### src/rtl/wbuf_pkg.sv
// Shared types for the weight/window buffer: command opcodes and FSM states.
package wbuf_pkg;

    typedef enum logic [2:0] {
        OP_NOP      = 3'b000,
        OP_LOAD_A   = 3'b001,
        OP_LOAD_B   = 3'b010,
        OP_LOAD_AB  = 3'b011,
        OP_SHIFT    = 3'b100,
        OP_FILL     = 3'b101,
        OP_CLEAR    = 3'b110,
        OP_SHIFT_LD = 3'b111
    } wbuf_op_e;

    typedef enum logic {
        IDLE = 1'b0,
        FILL = 1'b1
    } wbuf_state_e;

endpackage

### src/rtl/wbuf_bank.sv
// One buffer bank: DEPTH entries of WIDTH bits with a valid bit per entry.
// Priority when several controls are raised: clear, then shift, then load.
module wbuf_bank #(
    parameter int WIDTH = 8,
    parameter int DEPTH = 4,
    parameter int IW    = $clog2(DEPTH)
) (
    input  logic                     clk,
    input  logic                     nrst,
    input  logic                     load,
    input  logic [IW-1:0]            load_idx,
    input  logic [WIDTH-1:0]         load_data,
    input  logic                     shift,
    input  logic [WIDTH-1:0]         tail_in,
    input  logic                     tail_vld,
    input  logic                     clear,
    output logic [DEPTH*WIDTH-1:0]   w,
    output logic [DEPTH-1:0]         valid
);

    logic [WIDTH-1:0] ent [DEPTH];
    logic [DEPTH-1:0] vld;

    // Entry and valid storage; shift moves entry i+1 into entry i and feeds the tail.
    always_ff @(posedge clk or negedge nrst) begin
        if (!nrst) begin
            for (int i = 0; i < DEPTH; i++) ent[i] <= '0;
            vld <= '0;
        end else if (clear) begin
            for (int i = 0; i < DEPTH; i++) ent[i] <= '0;
            vld <= '0;
        end else if (shift) begin
            for (int i = 0; i < DEPTH - 1; i++) ent[i] <= ent[i+1];
            ent[DEPTH-1] <= tail_in;
            vld          <= {tail_vld, vld[DEPTH-1:1]};
        end else if (load) begin
            ent[load_idx] <= load_data;
            vld[load_idx] <= 1'b1;
        end
    end

    genvar g;
    generate
        for (g = 0; g < DEPTH; g++) begin : g_pack
            assign w[g*WIDTH +: WIDTH] = ent[g];
        end
    endgenerate

    assign valid = vld;

endmodule

### src/rtl/wbuf_window.sv
// Weight/window buffer top: opcode decode, auto-fill FSM and error/done pulses
// around two wbuf_bank instances (A from SRAM data, B from SDRAM data_read).
// Optional feature macro: WBUF_SHIFT_LOAD_EN enables opcode 111 (shift with tail load);
// without it opcode 111 is rejected with op_err.
// Handshake: in FILL, a beat is consumed on every rising edge where in_valid is high;
// there is no backpressure, and commands are sampled only when enable_CU is high.
module wbuf_window
    import wbuf_pkg::*;
#(
    parameter int WIDTH = 8,
    parameter int DEPTH = 4
) (
    input  logic                     clk,
    input  logic                     nrst,
    input  logic                     enable_CU,
    input  logic [2:0]               mode,
    input  logic [$clog2(DEPTH)-1:0] sel_idx,
    input  logic                     in_valid,
    input  logic [WIDTH-1:0]         data,
    input  logic [WIDTH-1:0]         data_read,
    output logic [DEPTH*WIDTH-1:0]   w_a,
    output logic [DEPTH*WIDTH-1:0]   w_b,
    output logic [DEPTH-1:0]         valid_a,
    output logic [DEPTH-1:0]         valid_b,
    output logic                     window_ready,
    output logic                     busy,
    output logic                     fill_done,
    output logic                     op_err,
    output wbuf_state_e              state_dbg
);

    localparam int IW = $clog2(DEPTH);

    wbuf_state_e   state, state_n;
    logic [IW-1:0] fill_cnt, fill_cnt_n;
    logic          done_n, err_n;
    logic          load_a, load_b, shift, clear, tail_vld;
    logic [IW-1:0] idx;
    logic [WIDTH-1:0] tail_a, tail_b;
    logic          idx_ok;

    // Non-power-of-2 depths leave index codes that name no entry.
    assign idx_ok = ({1'b0, sel_idx} < (IW+1)'(DEPTH));

    // State, fill counter and pulse registers.
    always_ff @(posedge clk or negedge nrst) begin
        if (!nrst) begin
            state     <= IDLE;
            fill_cnt  <= '0;
            fill_done <= 1'b0;
            op_err    <= 1'b0;
        end else begin
            state     <= state_n;
            fill_cnt  <= fill_cnt_n;
            fill_done <= done_n;
            op_err    <= err_n;
        end
    end

    // Command decode and fill sequencing; drives the bank controls.
    always_comb begin
        state_n    = state;
        fill_cnt_n = fill_cnt;
        done_n     = 1'b0;
        err_n      = 1'b0;
        load_a     = 1'b0;
        load_b     = 1'b0;
        shift      = 1'b0;
        clear      = 1'b0;
        tail_vld   = 1'b0;
        tail_a     = '0;
        tail_b     = '0;
        idx        = sel_idx;
        case (state)
            IDLE: begin
                if (enable_CU) begin
                    case (wbuf_op_e'(mode))
                        OP_NOP: ;
                        OP_LOAD_A: begin
                            load_a = idx_ok;
                            err_n  = !idx_ok;
                        end
                        OP_LOAD_B: begin
                            load_b = idx_ok;
                            err_n  = !idx_ok;
                        end
                        OP_LOAD_AB: begin
                            load_a = idx_ok;
                            load_b = idx_ok;
                            err_n  = !idx_ok;
                        end
                        OP_SHIFT: shift = 1'b1;
                        OP_FILL: begin
                            state_n    = FILL;
                            fill_cnt_n = '0;
                        end
                        OP_CLEAR: clear = 1'b1;
                        OP_SHIFT_LD: begin
`ifdef WBUF_SHIFT_LOAD_EN
                            shift    = 1'b1;
                            tail_a   = data;
                            tail_b   = data_read;
                            tail_vld = 1'b1;
`else
                            err_n    = 1'b1;
`endif
                        end
                        default: err_n = 1'b1;
                    endcase
                end
            end
            FILL: begin
                if (enable_CU && wbuf_op_e'(mode) == OP_CLEAR) begin
                    clear   = 1'b1;
                    state_n = IDLE;
                end else begin
                    err_n = enable_CU && (wbuf_op_e'(mode) != OP_NOP);
                    idx   = fill_cnt;
                    if (in_valid) begin
                        load_a = 1'b1;
                        load_b = 1'b1;
                        if (fill_cnt == IW'(DEPTH - 1)) begin
                            state_n = IDLE;
                            done_n  = 1'b1;
                        end else begin
                            fill_cnt_n = fill_cnt + IW'(1);
                        end
                    end
                end
            end
            default: state_n = IDLE;
        endcase
    end

    wbuf_bank #(.WIDTH(WIDTH), .DEPTH(DEPTH), .IW(IW)) u_bank_a (
        .clk       (clk),
        .nrst      (nrst),
        .load      (load_a),
        .load_idx  (idx),
        .load_data (data),
        .shift     (shift),
        .tail_in   (tail_a),
        .tail_vld  (tail_vld),
        .clear     (clear),
        .w         (w_a),
        .valid     (valid_a)
    );

    wbuf_bank #(.WIDTH(WIDTH), .DEPTH(DEPTH), .IW(IW)) u_bank_b (
        .clk       (clk),
        .nrst      (nrst),
        .load      (load_b),
        .load_idx  (idx),
        .load_data (data_read),
        .shift     (shift),
        .tail_in   (tail_b),
        .tail_vld  (tail_vld),
        .clear     (clear),
        .w         (w_b),
        .valid     (valid_b)
    );

    assign window_ready = (&valid_a) & (&valid_b);
    assign busy         = (state == FILL);
    assign state_dbg    = state;

endmodule

### config.mk
export PLATFORM = sky130hd
export DESIGN_NAME = wbuf_window
export DESIGN_NICKNAME = d
export VERILOG_FILES = /design/src/rtl/wbuf_pkg.sv /design/src/rtl/wbuf_bank.sv /design/src/rtl/wbuf_window.sv
export SDC_FILE = /design/constraint.sdc
export NUM_CORES = 1
export LEC_CHECK = 0
export BUFFER_PORTS_ARGS = -buffer_cell sky130_fd_sc_hd__buf_4
export CAP_MARGIN = 20
export CORE_ASPECT_RATIO = 1.1
export CORE_UTILIZATION = 45
export CTS_CLUSTER_SIZE = 14
export DETAILED_ROUTE_END_ITERATION = 8
export PLACE_DENSITY = 0.69
export SETUP_SLACK_MARGIN = 0.15
export SLEW_MARGIN = 20
export SYNTH_ARGS = -nofsm -noshare
export SYNTH_HDL_FRONTEND = slang
export SYNTH_SLANG_ARGS = --single-unit
### constraint.sdc
create_clock -name clk -period 2 [get_ports clk]
set_input_delay 0.4 -clock clk [delete_from_list [all_inputs] [get_ports clk]]
set_output_delay 0.4 -clock clk [all_outputs]
set_load 0.02 [all_outputs]
==> flow_summary_export.csv, run 1 <==
group,metric,value,unit
placement,portBuffers,101,
clock_tree,htreeDepth,3,
power_and_ir_drop,power.clock.fraction,0.155,
placement,place_worst_setup_slack,-95.92,ps
placement,place.detailed.hpwl,7406,um
yosys,post_synthesis_net_count,423,
timing,max_freq,0.5802,GHz
yosys,synthCells,397,
timing,max-slew-margin-rel,0.6734,
yosys,asyncSetResetFlopFracSynth,1.000,
power_and_ir_drop,combPwrFrac,0.499,
setup_path,cp_slowest_cell,"sky130_fd_sc_hd__dfrtp_1",
setup_path,critical_path.startpoint_type,"flop",
finish,antenna_cells_inserted,0,
setup_path,type_of_the_worst_setup_path,"flop to flop",
timing,finalClockSkew,7.817,ps
die,top_level_ports,102,
finish,final_util,0.6188,
yosys,sequential_area_share_after_synthesis,0.4849,
timing,setup_viol,0,
timing,final-hold-violation-count,0,
global_routing,grt_start_max_net_pins,55,
setup_path,worstReg2RegEnd,"u_bank_b.w[11]",
finish,num-nets-final,540,
setup_path,critPathMaxFanout,11,
clock_tree,tritoncts_num_sinks,77,
yosys,synth_area_per_cell,10.01,um^2
setup_path,critical_path_cell_by_cell,"buf_4 -> nor2b_1 -> a211oi_2 -> buf_4 -> nand2_1 -> o221ai_1",
global_routing,grt.overflow.total,0,
yosys,most_used_standard_cells_in_the_synthesized_netlist,"88 x sky130_fd_sc_hd__nand2_1, 77 x sky130_fd_sc_hd__dfrtp_1, 66 x sky130_fd_sc_hd__inv_1",
timing,grt_setup_unrepaired,"no",
routing,post_drt_wl_per_cell,16.17,um
flow_run,drv.max_cap_violation_count,0,
global_routing,grt_antenna_before_repair,0,
routing,drt-vias-per-instance,5.302,
yosys,synth.lib_cells_used.distinct,43,
setup_path,timing.critical_path.arrival,1980,ps
setup_path,critPathBufInv,2,
die,dieArea,9211,um^2
timing,hold_ws,3.507,ps
setup_path,cpMostUsedCell,"sky130_fd_sc_hd__buf_4",
yosys,leading_cell_types_by_total_area_after_synthesis,"sky130_fd_sc_hd__dfrtp_1 48%, sky130_fd_sc_hd__o221ai_2 8.7%, sky130_fd_sc_hd__nand2_1 8.3%, sky130_fd_sc_hd__inv_1 6.2%, sky130_fd_sc_hd__o221ai_1 5.5%",
setup_path,path_delay_family,"compound AO/OA/AOI/OAI gates",
timing,tightestPinTransition,488.7,ps
timing,finalWorstPathRequiredPeriod,1724,ps
timing,final_min_period_over_clock_period,0.8618,
finish,layout-drive-gt1-share,0.3526,
timing,setup_slack,276.4,ps
power_and_ir_drop,static_leakage,2.575,nW
setup_path,r2r_cells,6,
yosys,synthDominantAreaCellType,"sky130_fd_sc_hd__dfrtp_1",
routing,initial_drt_pass_iterations,5,
finish,area.growth.synth_to_final,31.61,%
power_and_ir_drop,net_switching_share_of_the_total_power,0.4173,
global_routing,grt_pass1_wl,16190,um
yosys,synth_seq_cells,77,
power_and_ir_drop,internal_power_consumption,0.004977,W
clock_tree,cts.reportedPaths.clkPinSlew,80,ps
status,outcome,"finished, final reports clean",
setup_path,setup.worst_path.end_class,"flop",
timing,slew_violations,0,
routing,route.vias.total,3340,
clock_tree,worst_skew_pair.late_latency,340,ps
routing,route.detailed.drc,0,
clock_tree,cts-root-buf,"sky130_fd_sc_hd__clkbuf_8",
routing,number_of_routed_nets_with_antenna_violations,0,
clock_tree,cts_tree,"yes",
yosys,synth-warning-count,0,
setup_path,rr_startpoint,"busy",
die,die_h,100.6,um
power_and_ir_drop,net_switching_power_of_the_design,0.003565,W
die,fp-row-count,35,
yosys,post-synth-top-count-cell,"sky130_fd_sc_hd__nand2_1",
setup_path,critical-path-max-stage-delay,430,ps
die,initial_cell_density_of_the_core,0.4702,
power_and_ir_drop,share_seq_of_total_power,0.346,
placement,gpl.final_weighted_congestion,0.8930,
global_routing,number_of_global_route_vias_before_repair,3178,
setup_path,worstPathRequired,2260,ps
routing,wirelength,10190,um
yosys,number_of_enable_type_register_cells_in_the_synthesized_netlist,0,
hold_path,min-delay-path-class,"primary input to async pin",
clock_tree,cts-root-to-sink-buffers,2,
die,floorplan_die_width,91.60,um
power_and_ir_drop,p_per_area,1633,nW/um^2
yosys,post-synth-top-area-fraction,0.4849,
yosys,leading_register_cell_type_out_of_synthesis,"sky130_fd_sc_hd__dfrtp_1",
routing,drt_first_iter_violations,231,
power_and_ir_drop,ir_worst_vdd,759.7,uV
global_routing,groute.usage.overall,0.2280,
yosys,mappedNetlistArea,3974,um^2
setup_path,reg2reg_slack,280,ps
die,floorplan.core_area,8452,um^2
clock_tree,cts-buffers-inserted,9,
registers in the layout, summed over array words and instances, names as in the netlist:
register / cells
busy: 1
fill_cnt: 2
fill_done: 1
op_err: 1
u_bank_a.valid: 4
u_bank_a.w: 32
u_bank_b.valid: 4
u_bank_b.w: 32
kinds of logic after synthesis:
family | count (synthesis) | share of synthesized area
AND/OR/NAND/NOR | 125 | 0.1514
buffers and inverters | 88 | 0.09288
AO/OA/AOI/OAI | 87 | 0.2198
flip-flops | 77 | 0.4849
multiplexers | 18 | 0.04565
XOR/XNOR | 1 | 0.002204
adder cells (fa/ha/maj) | 1 | 0.003148
stage by stage:
stage          std cells  area [um^2]  power, W  TNS, ps
3_3_place_gp         613         4992  0.007154   -405.4
4_1_cts              629         5218  0.008583        0
6_report             630         5230  0.008541        0
5_1_grt              630         5230  0.009039        0
3_5_place_dp         613         4992  0.007244    -1199
2_1_floorplan        397         3974  0.005394        0
power by group through the flow:
stage	clock network (W)	registers [W]	logic [W]
global route	0.00141	0.00304	0.00458
CTS	0.00134	0.00295	0.00429
detailed placement	0	0.00298	0.00427
global placement	0	0.00295	0.00421
floorplan	0	0.00371	0.00169
finish	0.00133	0.00295	0.00426
placed cells by master, fill, tap and decap left out, types with 4 or more instances in the layout:
master / netlist / final
sky130_fd_sc_hd__nor2_1: 8 / 8
sky130_fd_sc_hd__nand2_1: 88 / 88
sky130_fd_sc_hd__o21ai_1: 8 / 8
sky130_fd_sc_hd__nor3_1: 4 / 4
sky130_fd_sc_hd__o21ai_0: 6 / 6
sky130_fd_sc_hd__clkbuf_8: 0 / 11
sky130_fd_sc_hd__dfrtp_1: 77 / 77
sky130_fd_sc_hd__o221ai_1: 25 / 25
sky130_fd_sc_hd__nand2b_1: 4 / 4
sky130_fd_sc_hd__buf_4: 3 / 123
sky130_fd_sc_hd__a21oi_1: 11 / 11
sky130_fd_sc_hd__mux2i_1: 17 / 17
sky130_fd_sc_hd__o221ai_2: 23 / 23
sky130_fd_sc_hd__buf_12: 0 / 4
sky130_fd_sc_hd__inv_1: 66 / 66
per-layer routing:
metal  vias to the layer above  global-route usage  share of wire
li1                       1606                   -              -
met1                      1611              0.3130           0.43
met2                       104              0.3603           0.50
met3                        19             0.03922          0.053
met4                         0             0.09158          0.017
met5                         -                   0              0
worst max path at each step:
stage                     endpoint  slack (ps)  cells past startpoint    start
floorplan           u_bank_b.w[16]         220                      6  mode[2]
global placement     u_bank_a.w[7]         -50                      5  mode[0]
finish              u_bank_b.w[11]         280                      6     busy
detailed placement   u_bank_a.w[7]        -100                      5  mode[0]
CTS                  u_bank_a.w[9]         220                      5     busy
global route         u_bank_a.w[4]         180                      6  mode[0]
layout make-up:
type | count | area (um^2)
Clock buffer | 12 | 155.1
Clock inverter | 4 | 70.07
Fill cell | 739 | 3222
Inverter | 67 | 251.5
Multi-Input combinational cell | 232 | 1684
Sequential cell | 77 | 1927
Tap cell | 111 | 138.9
Timing Repair Buffer | 127 | 1003
repair_timing:
action                                  4_1_cts  5_1_grt
setup buffers                                 0        1
gates resized for setup                       0        1
hold buffers                                  0        0
endpoints found under the setup margin        0       18
endpoints found under the hold margin         0        0
Power figures use the tool's default switching activity.
==> inputs of run 2 (changes only) <==
Settings changed: GPL_TIMING_DRIVEN set to 0, SKIP_CTS_REPAIR_TIMING set to 1.
==> run 2 against run 1 <==
Compared with the run above: worst hold slack gained 200 ps; critical path depth is 1 lower; clock skew is essentially flat; utilization fell by 1.9 points; wire length decreased by 0.22%; die area unchanged; clock power shrank 23%; worst setup slack worse by 33 ps; sequential share of layout area increased by 1.2 points; non-clock buffer count down 4; largest cell class unchanged.
==> flow_summary_export.csv, run 2 (synthesis results as in run 1) <==
group,metric,value,unit
status,outcome,"finished, final reports clean",
placement,dpl.cell_count,608,
timing,grt_setup_unrepaired,"yes",
timing,max_freq,0.5692,GHz
routing,post_drt_wl_per_cell,16.26,um
placement,place.detailed.hpwl,7618,um
timing,finalClockSkew,8.155,ps
finish,final_cell_count_no_fill,625,
clock_tree,cts-root-to-sink-buffers,2,
global_routing,number_of_global_route_vias_before_repair,3236,
global_routing,grt.overflow.total,0,
setup_path,worstPathRequired,2260,ps
power_and_ir_drop,static_leakage,2.489,nW
routing,initial_drt_pass_iterations,4,
finish,final_cell_mix,"106 x sky130_fd_sc_hd__buf_4, 88 x sky130_fd_sc_hd__nand2_1, 76 x sky130_fd_sc_hd__dfrtp_1, 66 x sky130_fd_sc_hd__inv_1, 25 x sky130_fd_sc_hd__o221ai_1",
finish,area.growth.synth_to_final,27.61,%
global_routing,grt_start_max_net_pins,78,
setup_path,cp_slowest_cell,"sky130_fd_sc_hd__nor4_4",
setup_path,critical_path.startpoint_type,"flop",
clock_tree,cts-buffers-inserted,9,
die,top_level_ports,102,
setup_path,critical-path-max-stage-delay,480,ps
die,fp-row-count,35,
finish,layout-drive-gt1-share,0.3521,
setup_path,critPathBufInv,2,
clock_tree,cts-root-buf,"sky130_fd_sc_hd__clkbuf_8",
die,floorplan_die_width,91.60,um
timing,final-hold-violation-count,0,
finish,antenna_cells_inserted,0,
routing,drt_first_iter_violations,197,
routing,drt-vias-per-instance,5.310,
global_routing,groute.usage.overall,0.2336,
timing,finalWorstPathRequiredPeriod,1757,ps
setup_path,setup.worst_path.end_class,"flop",
placement,gpl.final_weighted_congestion,0.8787,
hold_path,min-delay-path-class,"primary input to async pin",
clock_tree,worst_skew_pair.late_latency,350,ps
die,floorplan.core_area,8452,um^2
routing,wirelength,10160,um
timing,setup_slack,243.3,ps
global_routing,grt_pass1_wl,16650,um
die,die_h,100.6,um
setup_path,path_delay_family,"simple AND/OR/NAND/NOR gates",
clock_tree,htreeDepth,3,
timing,slew_violations,0,
die,initial_cell_density_of_the_core,0.4702,
routing,number_of_routed_nets_with_antenna_violations,0,
setup_path,type_of_the_worst_setup_path,"flop to flop",
setup_path,timing.critical_path.arrival,2010,ps
finish,final_area,5071,um^2
timing,setup_viol,0,
routing,route.detailed.drc,0,
flow_run,drv.max_cap_violation_count,0,
global_routing,grt_antenna_before_repair,0,
finish,num-nets-final,536,
setup_path,critical_path_cell_by_cell,"inv_2 -> nor4_4 -> nor2_2 -> buf_4 -> o221ai_1",
placement,dpl_cell_area,4863,um^2
power_and_ir_drop,ir_worst_vdd,652.0,uV
die,dieArea,9211,um^2
routing,route.vias.total,3319,
placement,place_worst_setup_slack,-87.61,ps
power_and_ir_drop,p_per_area,1608,nW/um^2
timing,final_min_period_over_clock_period,0.8784,
setup_path,critPathMaxFanout,10,
timing,tightestPinTransition,969.6,ps
placement,portBuffers,100,
clock_tree,cts.reportedPaths.clkPinSlew,80,ps
timing,max-slew-margin-rel,0.3536,
finish,mostFrequentLayoutCell,"sky130_fd_sc_hd__buf_4",
clock_tree,tritoncts_num_sinks,77,
clock_tree,cts_tree,"yes",
==> run 2: cell count changes in the layout (fill, tap and decap cells not counted), moves of 2 or more <==
cell / previous run / this run
sky130_fd_sc_hd__a21oi_2: 0 / 2
sky130_fd_sc_hd__clkinvlp_4: 0 / 2
sky130_fd_sc_hd__bufinv_16: 2 / 0
sky130_fd_sc_hd__a21oi_1: 11 / 9
sky130_fd_sc_hd__buf_6: 0 / 2
sky130_fd_sc_hd__buf_4: 123 / 106
sky130_fd_sc_hd__buf_2: 0 / 9
sky130_fd_sc_hd__clkbuf_2: 0 / 5
sky130_fd_sc_hd__buf_12: 4 / 0
==> run 2: worst paths after layout <==
| path | from | to | slack [ps] | depth (start not counted) |
|---|---|---|---|---|
| max reg2reg | busy | u_bank_a.w[5] | 240 | 5 |
| min | nrst | u_bank_b.w[4] | 210 | 1 |
| max in group asynchronous | nrst | busy | 1110 | 1 |
| min in group clk | data_read[3] | u_bank_b.w[27] | 300 | 3 |
| min reg2reg | u_bank_a.w[9] | u_bank_a.w[1] | 520 | 2 |
| max | busy | u_bank_a.w[5] | 240 | 5 |
==> run 2: final cells by class <==
class                      count  area (um^2)
timing repair buffer         102        765.7
buffer                        21        126.4
inverter                      67        251.5
tap                          111        138.9
clock buffer                  11        141.4
sequential                    77         1928
multi-input combinational    232         1694
clock inverter                 4        25.02
fill                         770         3381
==> run 2: report_power, final <==
group	internal [W]	switching, W
clock	0.000474	0.000560
sequential	0.00229	0.000665
combinational	0.00183	0.00233
==> run 2: layer usage <==
layer,up-vias,track usage,part of all wire
met5,-,0,0
met2,110,0.3690,0.48
met4,0,0.08669,0.019
met1,1597,0.3199,0.45
met3,18,0.04676,0.053
li1,1594,-,-
==> run 2: stage by stage <==
step	hold slack, ps	util	TNS (ps)	power, W
6_report	206.7	0.6000	0	0.008154
5_1_grt	283.8	0.6000	0	0.008657
4_1_cts	233.5	0.5951	0	0.008169
3_5_place_dp	509.0	0.5754	-1401	0.007123
3_3_place_gp	502.6	0.5754	-496.2	0.007020
2_1_floorplan	104.4	-	0	0.005394
